`config.mk`:
```
export PLATFORM = sky130hd
export DESIGN_NAME = rx_cmd_sequencer
export DESIGN_NICKNAME = d
export VERILOG_FILES = /design/src/rtl/rx_cmd_sequencer.sv
export SDC_FILE = /design/constraint.sdc
export NUM_CORES = 1
export LEC_CHECK = 0
export ABC_AREA = 1
export CAP_MARGIN = 20
export CORE_ASPECT_RATIO = 0.6
export CORE_MARGIN = 1.5
export CORE_UTILIZATION = 50
export DETAILED_ROUTE_END_ITERATION = 8
export GPL_TIMING_DRIVEN = 0
export PLACE_DENSITY = 0.87
export SYNTH_ARGS = -nofsm -noshare
export SYNTH_HDL_FRONTEND = slang
export SYNTH_SLANG_ARGS = --single-unit
```
`constraint.sdc`:
```
create_clock -name CLK -period 1.75 [get_ports CLK]
set_clock_uncertainty 0.05 [all_clocks]
set_input_delay 0.2625 -clock CLK [delete_from_list [all_inputs] [get_ports CLK]]
set_output_delay 0.2625 -clock CLK [all_outputs]
set_load 0.03 [all_outputs]
```
`src/rtl/rx_cmd_sequencer.sv`:
```
// Purpose: parse UART RX command frames into register-file writes/reads and ALU operations, returning results to the TX FIFO.
// Latency: strobes (WrEn/RdEn/ALU_EN) follow the accepted byte by one cycle; response bytes start one cycle after RdData_Valid/OUT_Valid.
// Backpressure: response bytes stall on FIFO_FULL indefinitely; RX bytes arriving while a response is pending are dropped.
module rx_cmd_sequencer #(
    parameter int DATA_WIDTH    = 8,
    parameter int ADDR_WIDTH    = 4,
    parameter int ALU_FUN_WIDTH = 4,
    parameter int TIMEOUT       = 255,
    parameter int TIMEOUT_WIDTH = 8
) (
    input  logic                      CLK,
    input  logic                      RST,
    input  logic [DATA_WIDTH-1:0]     RX_P_DATA,
    input  logic                      RX_D_VLD,
    input  logic                      Parity_Error,
    input  logic                      Stop_Error,
    input  logic [DATA_WIDTH-1:0]     RdData,
    input  logic                      RdData_Valid,
    input  logic [2*DATA_WIDTH-1:0]   ALU_OUT,
    input  logic                      OUT_Valid,
    input  logic                      FIFO_FULL,
    output logic [ADDR_WIDTH-1:0]     Address,
    output logic                      WrEn,
    output logic                      RdEn,
    output logic [DATA_WIDTH-1:0]     WrData,
    output logic                      ALU_EN,
    output logic [ALU_FUN_WIDTH-1:0]  ALU_FUN,
    output logic                      CLK_EN,
    output logic [DATA_WIDTH-1:0]     TX_P_DATA,
    output logic                      TX_D_VLD,
    output logic                      Frame_Error,
    output logic                      Busy
);

    localparam logic [DATA_WIDTH-1:0] CMD_WRITE   = DATA_WIDTH'(8'hAA);
    localparam logic [DATA_WIDTH-1:0] CMD_READ    = DATA_WIDTH'(8'hBB);
    localparam logic [DATA_WIDTH-1:0] CMD_ALU_OP  = DATA_WIDTH'(8'hCC);
    localparam logic [DATA_WIDTH-1:0] CMD_ALU_NOP = DATA_WIDTH'(8'hDD);

    typedef enum logic [3:0] {
        ST_IDLE,
        ST_WR_ADDR,
        ST_WR_DATA,
        ST_RD_ADDR,
        ST_RD_WAIT,
        ST_ALU_A,
        ST_ALU_B,
        ST_ALU_FUN,
        ST_ALU_WAIT,
        ST_SEND_LO,
        ST_SEND_HI
    } state_t;

    state_t                     state;
    logic [2*DATA_WIDTH-1:0]    resp;
    logic                       two_byte;
    logic [TIMEOUT_WIDTH-1:0]   tmo_cnt;
    logic                       rx_err;
    logic                       timed;
    logic                       tmo_hit;

    assign rx_err  = Parity_Error | Stop_Error;
    // IDLE and the SEND states are exempt from both error abort and timeout
    assign timed   = !(state inside {ST_IDLE, ST_SEND_LO, ST_SEND_HI});
    assign tmo_hit = (tmo_cnt == TIMEOUT_WIDTH'(TIMEOUT - 1));

    always_ff @(posedge CLK or negedge RST) begin
        if (!RST) begin
            state       <= ST_IDLE;
            resp        <= '0;
            two_byte    <= 1'b0;
            tmo_cnt     <= '0;
            Address     <= '0;
            WrEn        <= 1'b0;
            RdEn        <= 1'b0;
            WrData      <= '0;
            ALU_EN      <= 1'b0;
            ALU_FUN     <= '0;
            CLK_EN      <= 1'b0;
            TX_P_DATA   <= '0;
            TX_D_VLD    <= 1'b0;
            Frame_Error <= 1'b0;
            Busy        <= 1'b0;
        end else begin
            WrEn        <= 1'b0;
            RdEn        <= 1'b0;
            ALU_EN      <= 1'b0;
            TX_D_VLD    <= 1'b0;
            Frame_Error <= 1'b0;
            tmo_cnt     <= timed ? tmo_cnt + 1'b1 : '0;

            if (timed && (rx_err || tmo_hit)) begin
                state       <= ST_IDLE;
                Frame_Error <= 1'b1;
                Busy        <= 1'b0;
                CLK_EN      <= 1'b0;
                tmo_cnt     <= '0;
            end else begin
                case (state)
                    ST_IDLE: begin
                        if (RX_D_VLD) begin
                            tmo_cnt <= '0;
                            case (RX_P_DATA)
                                CMD_WRITE:   begin state <= ST_WR_ADDR; Busy <= 1'b1; end
                                CMD_READ:    begin state <= ST_RD_ADDR; Busy <= 1'b1; end
                                CMD_ALU_OP:  begin state <= ST_ALU_A;   Busy <= 1'b1; end
                                CMD_ALU_NOP: begin
                                    state  <= ST_ALU_FUN;
                                    Busy   <= 1'b1;
                                    CLK_EN <= 1'b1;
                                end
                                default:     Frame_Error <= 1'b1;
                            endcase
                        end
                    end
                    ST_WR_ADDR: begin
                        if (RX_D_VLD) begin
                            Address <= RX_P_DATA[ADDR_WIDTH-1:0];
                            state   <= ST_WR_DATA;
                            tmo_cnt <= '0;
                        end
                    end
                    ST_WR_DATA: begin
                        if (RX_D_VLD) begin
                            WrEn    <= 1'b1;
                            WrData  <= RX_P_DATA;
                            state   <= ST_IDLE;
                            Busy    <= 1'b0;
                            tmo_cnt <= '0;
                        end
                    end
                    ST_RD_ADDR: begin
                        if (RX_D_VLD) begin
                            Address <= RX_P_DATA[ADDR_WIDTH-1:0];
                            RdEn    <= 1'b1;
                            state   <= ST_RD_WAIT;
                            tmo_cnt <= '0;
                        end
                    end
                    ST_RD_WAIT: begin
                        if (RdData_Valid) begin
                            resp     <= {{DATA_WIDTH{1'b0}}, RdData};
                            two_byte <= 1'b0;
                            state    <= ST_SEND_LO;
                            tmo_cnt  <= '0;
                        end
                    end
                    // operands land in registers 0 and 1, where the ALU reads them
                    ST_ALU_A: begin
                        if (RX_D_VLD) begin
                            WrEn    <= 1'b1;
                            Address <= '0;
                            WrData  <= RX_P_DATA;
                            state   <= ST_ALU_B;
                            tmo_cnt <= '0;
                        end
                    end
                    ST_ALU_B: begin
                        if (RX_D_VLD) begin
                            WrEn    <= 1'b1;
                            Address <= ADDR_WIDTH'(1);
                            WrData  <= RX_P_DATA;
                            state   <= ST_ALU_FUN;
                            CLK_EN  <= 1'b1;
                            tmo_cnt <= '0;
                        end
                    end
                    ST_ALU_FUN: begin
                        if (RX_D_VLD) begin
                            ALU_EN  <= 1'b1;
                            ALU_FUN <= RX_P_DATA[ALU_FUN_WIDTH-1:0];
                            state   <= ST_ALU_WAIT;
                            tmo_cnt <= '0;
                        end
                    end
                    ST_ALU_WAIT: begin
                        if (OUT_Valid) begin
                            resp     <= ALU_OUT;
                            two_byte <= 1'b1;
                            state    <= ST_SEND_LO;
                            CLK_EN   <= 1'b0;
                            tmo_cnt  <= '0;
                        end
                    end
                    ST_SEND_LO: begin
                        if (!FIFO_FULL) begin
                            TX_D_VLD  <= 1'b1;
                            TX_P_DATA <= resp[DATA_WIDTH-1:0];
                            if (two_byte) begin
                                state <= ST_SEND_HI;
                            end else begin
                                state <= ST_IDLE;
                                Busy  <= 1'b0;
                            end
                        end
                    end
                    ST_SEND_HI: begin
                        if (!FIFO_FULL) begin
                            TX_D_VLD  <= 1'b1;
                            TX_P_DATA <= resp[2*DATA_WIDTH-1:DATA_WIDTH];
                            state     <= ST_IDLE;
                            Busy      <= 1'b0;
                        end
                    end
                    default: begin
                        state  <= ST_IDLE;
                        Busy   <= 1'b0;
                        CLK_EN <= 1'b0;
                    end
                endcase
            end
        end
    end

endmodule

```
== Word level (Yosys, flattened, before mapping) ==
Index checks and enable logic that the tools add are counted.
W data, S select, Z words.
Cells by class
  add/sub/neg operators: 1
  eq/ne operators: 39
  mux-type cells: 61
  bitwise logic cells: 2
  reduce and logical (&&, ||, !) cells: 23
Operators with widths (number)
  $mux W4: 15
  $mux W8: 7
  $pmux W4 S11: 1
  $eq A8 B8 Y1 const B: 5
  $mux W16: 2
  $pmux W16 S2: 1
  $mux W1: 28
  $ne A3 B3 Y1 const B: 8
  $pmux W8 S3: 1
  $eq A4 B3 Y1 const B: 4
  $pmux W4 S4: 1
  $pmux W8 S2: 1
  $ne A3 B2 Y1 const B: 5
  $reduce_or A7 Y1: 2
  $eq A4 B4 Y1 const B: 3
  $ne A2 B2 Y1 const B: 6
  $pmux W4 S3: 1
  $reduce_and A12 Y1: 1
  $reduce_and A5 Y1: 2
  $add A8 B1 Y8 const B: 1
  $eq A4 B2 Y1 const B: 2
  $reduce_and A4 Y1: 2
  $reduce_or A8 Y1: 1
  $reduce_and A7 Y1: 1
  19 further kinds: 25
Storage, ports and cells
  register bits: 60
  word-level logic and storage cells: 141

== Depth between registers and ports, before layout ==
Gate-level depths: netlist of run 1.
  word-level depth: 6
  gate-level depth with buffers: 13
  mapped depth without buffers: 13

== Worst setup path after synthesis of run 1 ==
No wires, ideal clock.
  kind: register to register
  from: register tmo_cnt[0]
  to: register resp[6]
  setup time: 0.124 ns
  arrival: 1.439 ns
  data required time: 1.576 ns
  path slack: 0.137 ns
  stages on the path, launching flop included: 13
  buffers on the path: 1
  clock period less this slack: 1.613 ns
  path through: dfrtp_1 > inv_1 > ha_1 > nand2_1 > nor2_1 > nand2_1 > nand2_1 > inv_2 > nor2_8 > nor2_8 > buf_4 > o211ai_1 > nand2_1
On the way
  word-level cells in the longest chain between the ends: 5
Ends and longest elaborated chain
  from (decl): line 57  | logic [TIMEOUT_WIDTH-1:0] tmo_cnt;
  from (signal assigned): line 90  | tmo_cnt <= timed ? tmo_cnt + 1'b1 : '0;
  $eq A8 B8 Y1: line 65  | assign tmo_hit = (tmo_cnt == TIMEOUT_WIDTH'(TIMEOUT - 1));
  $logic_or A1 B1 Y1: line 92  | if (timed && (rx_err || tmo_hit)) begin
  $logic_and A1 B1 Y1: line 92
  $not A1 Y1 (no source line)
  $reduce_and A4 Y1 (no source line)
  to (signal assigned): line 142  | resp <= {{DATA_WIDTH{1'b0}}, RdData};
  to (decl): line 55  | logic [2*DATA_WIDTH-1:0] resp;
Every way passes these cells.
A chain may end at the register's enable or synchronous reset.

== Final worst setup path of run 1 ==
  from: register state[3]
  to: register resp[8]
On the way
  word-level cells in the longest chain between the ends: 6
  elaborated cells on any way between the ends: 14
  classes of those cells: eq/ne (6); mux (1); bitwise (1); reduce/logical (6)
Ends and longest elaborated chain
  from (decl): line 54  | state_t state;
  from (signal assigned): line 69  | state <= ST_IDLE;
  from (signal assigned): line 93  | state <= ST_IDLE;
  from (signal assigned): line 104  | CMD_WRITE: begin state <= ST_WR_ADDR; Busy <= 1'b1; end
  $eq A4 B4 Y1 or $logic_not A4 Y1 (tied branches): line 64  | assign timed = !(state inside {ST_IDLE, ST_SEND_LO, ST_SEND_HI});
  $reduce_bool A3 Y1: line 64
  $logic_not A1 Y1: line 64
  $logic_and A1 B1 Y1: line 92
  $not A1 Y1 (no source line)
  $reduce_and A4 Y1 (no source line)
Several ways; a longest one is shown, not always the timed one.

==> results of run 1 <==
==> cells by family (layout without fill, tap and decap cells) <==
kind of cell               count (synthesis)  after routing  share of synthesized area
and+or+nand+nor                          231            231                     0.3477
DFF                                       60             60                     0.4880
AOI/OAI and AO/OA                         43             43                    0.08256
buffers and inverters                     36            146                    0.05653
xor gates and xnor gates                   6              6                    0.01708
adders and majority gates                  2              2                   0.008132
==> cell usage in the layout (no fill, tap or decap), types with 4 or more instances in the layout <==
master,count
nor2_2,7
inv_1,19
o21ai_0,15
clkbuf_8,9
clkdlybuf4s50_1,65
nand2_2,17
nand2_1,120
buf_4,16
nand3_1,22
nand4_1,4
dfrtp_2,4
nor2_8,4
nor2_4,9
buf_6,7
dlymetal6s2s_1,4
o211ai_1,8
o21ai_2,7
dfrtp_1,56
inv_2,6
or2_2,8
nor2_1,32
a31oi_1,8
==> worst paths after layout <==
kind	from	end	depth (start not counted)
hold / removal	ALU_OUT[15]	resp[15]$_DFFE_PN0P_	3
max in group asynchronous	RST	state[0]$_DFFE_PN0P_	3
setup reg to reg	state[3]$_DFFE_PN0P_	resp[8]$_DFFE_PN0P_	10
min in group asynchronous	RST	Frame_Error$_DFF_PN0_	2
setup / recovery	state[3]$_DFFE_PN0P_	resp[8]$_DFFE_PN0P_	10
hold reg to reg	Busy$_DFFE_PN0P_	Busy$_DFFE_PN0P_	2
==> flip-flops by register name, indices dropped and copies added, names as in the netlist, 4 cells and up <==
register / cells
resp: 16
WrData: 8
state: 4
TX_P_DATA: 8
tmo_cnt: 8
ALU_FUN: 4
Address: 4
==> synthesized netlist by cell type (all sizes together) <==
master and number:
clkbuf 2, nand4 4, nand3 24, o211ai 8
nor2 52, a31oi 8, a21oi 1, or2 8
nand2 140, xnor2 3, a21boi 1, o21ai 24
inv 29, xor2 3, nor4 1, buf 5
nor3 2, o31ai 1, ha 2, dfrtp 60
==> per-layer routing <==
| metal | track usage | wire (um) | share of wire | vias up |
|---|---|---|---|---|
| met1 | 0.3753 | 3994 | 0.46 | 1417 |
| met3 | 0.07143 | 520 | 0.060 | 25 |
| met4 | 0.08160 | 232 | 0.027 | 0 |
| met2 | 0.3717 | 3935 | 0.45 | 116 |
| li1 | - | - | - | 1427 |
| met5 | 0 | 0 | 0 | - |
==> timing repair <==
| action | CTS | global route |
|---|---|---|
| resized for setup | 10 | 49 |
| setup endpoints to repair | 31 | 51 |
| endpoints found under the hold margin | 27 | 0 |
| hold buffers | 1 | 0 |
| setup buffers | 6 | 15 |
| gates cloned | 0 | 1 |
| pin swaps | 4 | 20 |
==> per-stage QoR <==
stage / TNS, ns / setup slack [ns] / power [mW] / instance area, um^2 / util
floorplan: 0 / 0.1367 / 4.032 / 3077 / -
global placement: -90.31 / -1.479 / 4.999 / 3877 / 0.6738
detailed placement: -3.078 / -0.3613 / 5.099 / 3892 / 0.6765
CTS: 0 / 0.0005378 / 6.469 / 4177 / 0.7258
global route: -3.395 / -0.1661 / 7.322 / 4469 / 0.7767
finish: -0.7782 / -0.09705 / 6.941 / 4469 / 0.7767
==> area by class of cell <==
| class | instances | area, um^2 | share of cell area |
|---|---|---|---|
| tap | 80 | 100.1 | 0.02240 |
| timing repair buffer | 94 | 945.9 | 0.2116 |
| clock buffer | 9 | 123.9 | 0.02772 |
| buffer | 7 | 73.82 | 0.01652 |
| multi-input combinational | 282 | 1521 | 0.3404 |
| inverter | 29 | 121.4 | 0.02716 |
| sequential | 60 | 1506 | 0.3371 |
| clock inverter | 7 | 76.32 | 0.01708 |
==> worst max-delay path, cell delays in order (launching register included) <==
cell,delay (ns)
dfrtp_2,0.48
buf_4,0.18
nor2_4,0.19
nand2_4,0.11
o21ai_2,0.09
nand2_2,0.12
nor2_8,0.18
inv_6,0.07
buf_8,0.14
nand2_1,0.07
nand2_1,0.06
==> power breakdown <==
part,switching (mW),internal (mW)
clock,0.611,0.663
combinational,2.10,1.40
sequential,0.339,1.83
total,3.05,3.89
==> impl_results.md, run 1 <==
- Crit-path max FO: 10
- H-tree levels: 3
- Mapped cell area: 3077 um^2
- Clock latency on the worst-skew pair: 0.35 ns
- Max-Cap Viols: 0
- Net Count, Synth: 420
- Leak: 2.174 nW
- Die area: 6648 um^2
- CTS tree: yes
- Cell taking the most area after synthesis: dfrtp_1
- CP Launch Type: flip-flop
- Failing checks: negative setup slack
- Vias in the first global route: 2,695
- Seq cells post-synth: 60
- Total global-route track usage: 0.2574
- Final Non-Filler Cells: 568
- Die W: 104.3 um
- Count of cell types in the netlist: 31
- Initial detailed-routing violation count: 177
- PwrDens: 1553 nW/um^2
- Layout cells sized above 1: 0.2439
- Hold Worst Slack: 0.4012 ns
- Core ar.: 5754 um^2
- Top area cells in the synthesized netlist: dfrtp_1, nand2_1, nor2_1, nand3_1, nor2_8
- Largest net degree at the start of global routing: 34
- Final Slew Violations: 0
- Initial Util: 0.5347
- Crit path kind: reg -> reg
- RSZ-0062 raised after global routing: true
- # DRC: 0
- Root buf cell: clkbuf_8
- Final ANT Viol Nets: 0
- Worst Setup End Kind: flip-flop
- DR vias: 2,985
- Critical path arrival: 2.04 ns
- Peak VDD IR: 1022 uV
- Final hold violations: 0
- Register area share after synthesis: 0.4880
- Placed cell count: 529
- Clock transition at the registers of the reported paths: 0.08 ns
- Syn avg cell area: 8.139 um^2
- Max Fclk: 0.5414 GHz
- I/O pin cnt: 71
- Period Utilization, post-route: 1.055
- R2R Setup Slk: -0.1 ns
- Setup violators final: 14
- Worst Tran Pin Value: 0.6564 ns
- Gpl congestion: 0.9750
- Final nets: 525
- Cells after synthesis: 378
- Height of the chip: 63.76 um
- DP HPWL: 5.731 mm
- WP data required: 1.94 ns
- Total wire length: 8.683 mm
- Fin worst setup slack: -0.09705 ns
- CTS Buffer Depth: 2
- IO buf count: 70
- First-pass DRT Iterations: 5
- Synth Warn #: 0
- Filler cells: 363
- Detailed-route wire length per cell: 15.29 um
- Initial antenna violation count: 0
- Num CTS Buffers: 9
- Grt ovf: 0
- ANT cells: 0
- Hold Crit Class: in -> reg
- Worst slew margin: 0.5624
- Layout area overhead: 45.26%
- Row count: 21
- Clk sinks: 60
- Tmin final: 1.847 ns
- First-pass GRT wire length: 13.21 mm
- Share of the synthesized area in the top cell type: 0.4880
- Outcome: finished with violations
- Vias per cell: 5.255
Note: power is estimated with default switching activity, not from simulation.
==> run 2: changes to the inputs <==
--- a/config.mk
+++ b/config.mk
@@ -13,6 +13,7 @@
 export DETAILED_ROUTE_END_ITERATION = 8
 export GPL_TIMING_DRIVEN = 0
 export PLACE_DENSITY = 0.87
+export RECOVER_POWER = 25
 export SYNTH_ARGS = -nofsm -noshare
 export SYNTH_HDL_FRONTEND = slang
 export SYNTH_SLANG_ARGS = --single-unit
==> run 2 against run 1 <==
The flow still finishes with violations (negative setup slack). Wire length is 0.26% higher. Register-to-register slack is essentially flat. Via count rose by 0.77%. Setup slack is essentially flat. Global-route usage unchanged. Final area stayed put. Largest cell class unchanged.
==> impl_results.md, run 2 (synthesized netlist as in run 1, its figures left out) <==
- Outcome: finished with violations
- Failing checks: negative setup slack
- Final ANT Viol Nets: 0
- Num CTS Buffers: 9
- I/O pin cnt: 71
- Beginning of the critical path: state[3]$_DFFE_PN0P_
- PwrDens: 1554 nW/um^2
- Setup violators final: 14
- Reg-to-Reg Start: state[3]$_DFFE_PN0P_
- Period Utilization, post-route: 1.055
- First-pass DRT Iterations: 5
- RSZ-0062 raised after global routing: true
- Largest Register: resp
- Die area: 6648 um^2
- Die W: 104.3 um
- Hold Crit Class: in -> reg
- IO buf count: 70
- Layout area overhead: 45.26%
- Total wire length: 8.706 mm
- DP HPWL: 5.731 mm
- Initial Util: 0.5347
- H-tree levels: 3
- Largest net degree at the start of global routing: 34
- Worst Tran Pin Value: 0.7312 ns
- Fin worst setup slack: -0.09695 ns
- Max-Cap Viols: 0
- Core ar.: 5754 um^2
- Grt ovf: 0
- Gate power share: 0.504
- Internal: 3.887 mW
- CTS tree: yes
- Final core occ: 0.7767
- WHS Path Cells: 3
- Worst slew margin: 0.5125
- Most common cell after layout, fill and taps aside: nand2_1
- Vias in the first global route: 2,695
- Sequential power share: 0.312
- Crit path kind: reg -> reg
- Height of the chip: 63.76 um
- Family with the most delay on the worst path: simple AND/OR/NAND/NOR gates
- Reg2Reg Depth: 10
- Final Slew Violations: 0
- Sw Share: 0.4404
- Clock transition at the registers of the reported paths: 0.08 ns
- Clock network power share: 0.184
- WP data required: 1.95 ns
- Tmin final: 1.847 ns
- Buf+Inv Stages, Crit Path: 3
- Final hold violations: 0
- Clock latency on the worst-skew pair: 0.36 ns
- Clk sinks: 60
- Root buf cell: clkbuf_8
- Worst Setup End Kind: flip-flop
- # DRC: 0
- Largest register FFs: 16
- Most frequent cells in the layout: nand2_1, clkdlybuf4s50_1, dfrtp_1, nor2_1, nand3_1
- Filler cells: 363
- Detailed-route wire length per cell: 15.33 um
- Total global-route track usage: 0.2574
- Row count: 21
- Peak VDD IR: 1023 uV
- DR vias: 3,008
- Setup_tns: -0.7739 ns
- Slowest cell on crit path: dfrtp_2
- CP Depth: 10
- Crit-path max FO: 10
- ANT cells: 0
- Layout cells sized above 1: 0.2439
- Critical path arrival: 2.04 ns
- Hold path startpoint: ALU_OUT[15]
- CP Launch Type: flip-flop
- Critical Path Max Stage Delay: 0.48 ns
- P_sw: 3.059 mW
- CP dominant cell by count: nand2_1
- Worst-path cell chain: buf_4 > nor2_4 > nand2_4 > o21ai_2 > nand2_2 > nor2_8 > inv_6 > buf_8 > nand2_1 > nand2_1
- Max Fclk: 0.5414 GHz
- Vias per cell: 5.296
- CTS Buffer Depth: 2
- Initial antenna violation count: 0
- Final nets: 525
- Leak: 2.174 nW
- Design Power: 6.946 mW
- First-pass GRT wire length: 13.21 mm
- Gpl congestion: 0.9750
- Initial detailed-routing violation count: 177
[run 2: timing repair]
| action | CTS | global route |
|---|---|---|
| endpoints found under the setup margin | 31 | 51 |
| hold buffers | 1 | 0 |
| endpoints found under the hold margin | 27 | 0 |
| buffers inserted | 6 | 15 |
| pin swaps | 4 | 20 |
| gates resized for setup | 10 | 49 |
| cloned | 0 | 1 |
[run 2: worst paths after layout]
| check | endpoint | slack (ns) |
|---|---|---|
| worst max-delay path | resp[8]$_DFFE_PN0P_ | -0.1 |
| worst min-delay path | resp[15]$_DFFE_PN0P_ | 0.40 |
| worst max register to register | resp[8]$_DFFE_PN0P_ | -0.1 |
| worst min register to register | Busy$_DFFE_PN0P_ | 0.43 |
| max in group asynchronous | state[0]$_DFFE_PN0P_ | 0.57 |
| min in group asynchronous | Frame_Error$_DFF_PN0_ | 0.44 |
[run 2: per-layer routing]
metal	GRT usage	up-vias	wire length, um	part of all wire
li1	-	1428	-	-
met1	0.3753	1431	3983	0.46
met2	0.3717	124	3952	0.45
met3	0.07143	25	537	0.062
met4	0.08160	0	232	0.027
met5	0	-	0	0
[run 2: area by class of cell]
type / instances / area (um^2) / area share
plain buffers: 7 / 73.82 / 0.01652
clock buffers: 9 / 123.9 / 0.02772
clock inverters: 7 / 76.32 / 0.01708
inverters: 29 / 121.4 / 0.02716
multi-input cells: 282 / 1521 / 0.3404
flip-flops and latches: 60 / 1506 / 0.3371
well taps: 80 / 100.1 / 0.02240
repair buffers: 94 / 945.9 / 0.2116
[run 2: power by group through the flow]
stage	Combinational [mW]	Clock, mW	Sequential [mW]
finish	3.50	1.28	2.17
floorplan	1.40	0	2.63
CTS	3.05	1.28	2.14
global placement	2.87	0	2.13
global route	3.75	1.35	2.22
detailed placement	2.94	0	2.15
[run 2: per-stage QoR]
step / hold WS (ns) / cell area (um^2) / cells / worst slack (ns)
2_1_floorplan: -0.08309 / 3077 / 378 / 0.1367
3_3_place_gp: 0.4135 / 3877 / 528 / -1.479
3_5_place_dp: 0.2705 / 3892 / 529 / -0.3613
4_1_cts: 0.3970 / 4177 / 552 / 0.0005378
5_1_grt: 0.4029 / 4469 / 568 / -0.1661
6_report: 0.3994 / 4469 / 568 / -0.09695
[run 2: worst register-to-register path: stages, from the launching register on]
cell	delay [ns]
dfrtp_2	0.48
buf_4	0.18
nor2_4	0.19
nand2_4	0.11
o21ai_2	0.09
nand2_2	0.12
nor2_8	0.18
inv_6	0.07
buf_8	0.14
nand2_1	0.07
nand2_1	0.06
==> run 3: changes to the inputs <==
--- a/config.mk
+++ b/config.mk
@@ -6,7 +6,7 @@
 export NUM_CORES = 1
 export LEC_CHECK = 0
 export ABC_AREA = 1
-export CAP_MARGIN = 20
+export CAP_MARGIN = 15
 export CORE_ASPECT_RATIO = 0.6
 export CORE_MARGIN = 1.5
 export CORE_UTILIZATION = 50
==> results of run 3 <==
Same layout as run 2: the final DEF is identical, and so are final timing and power.
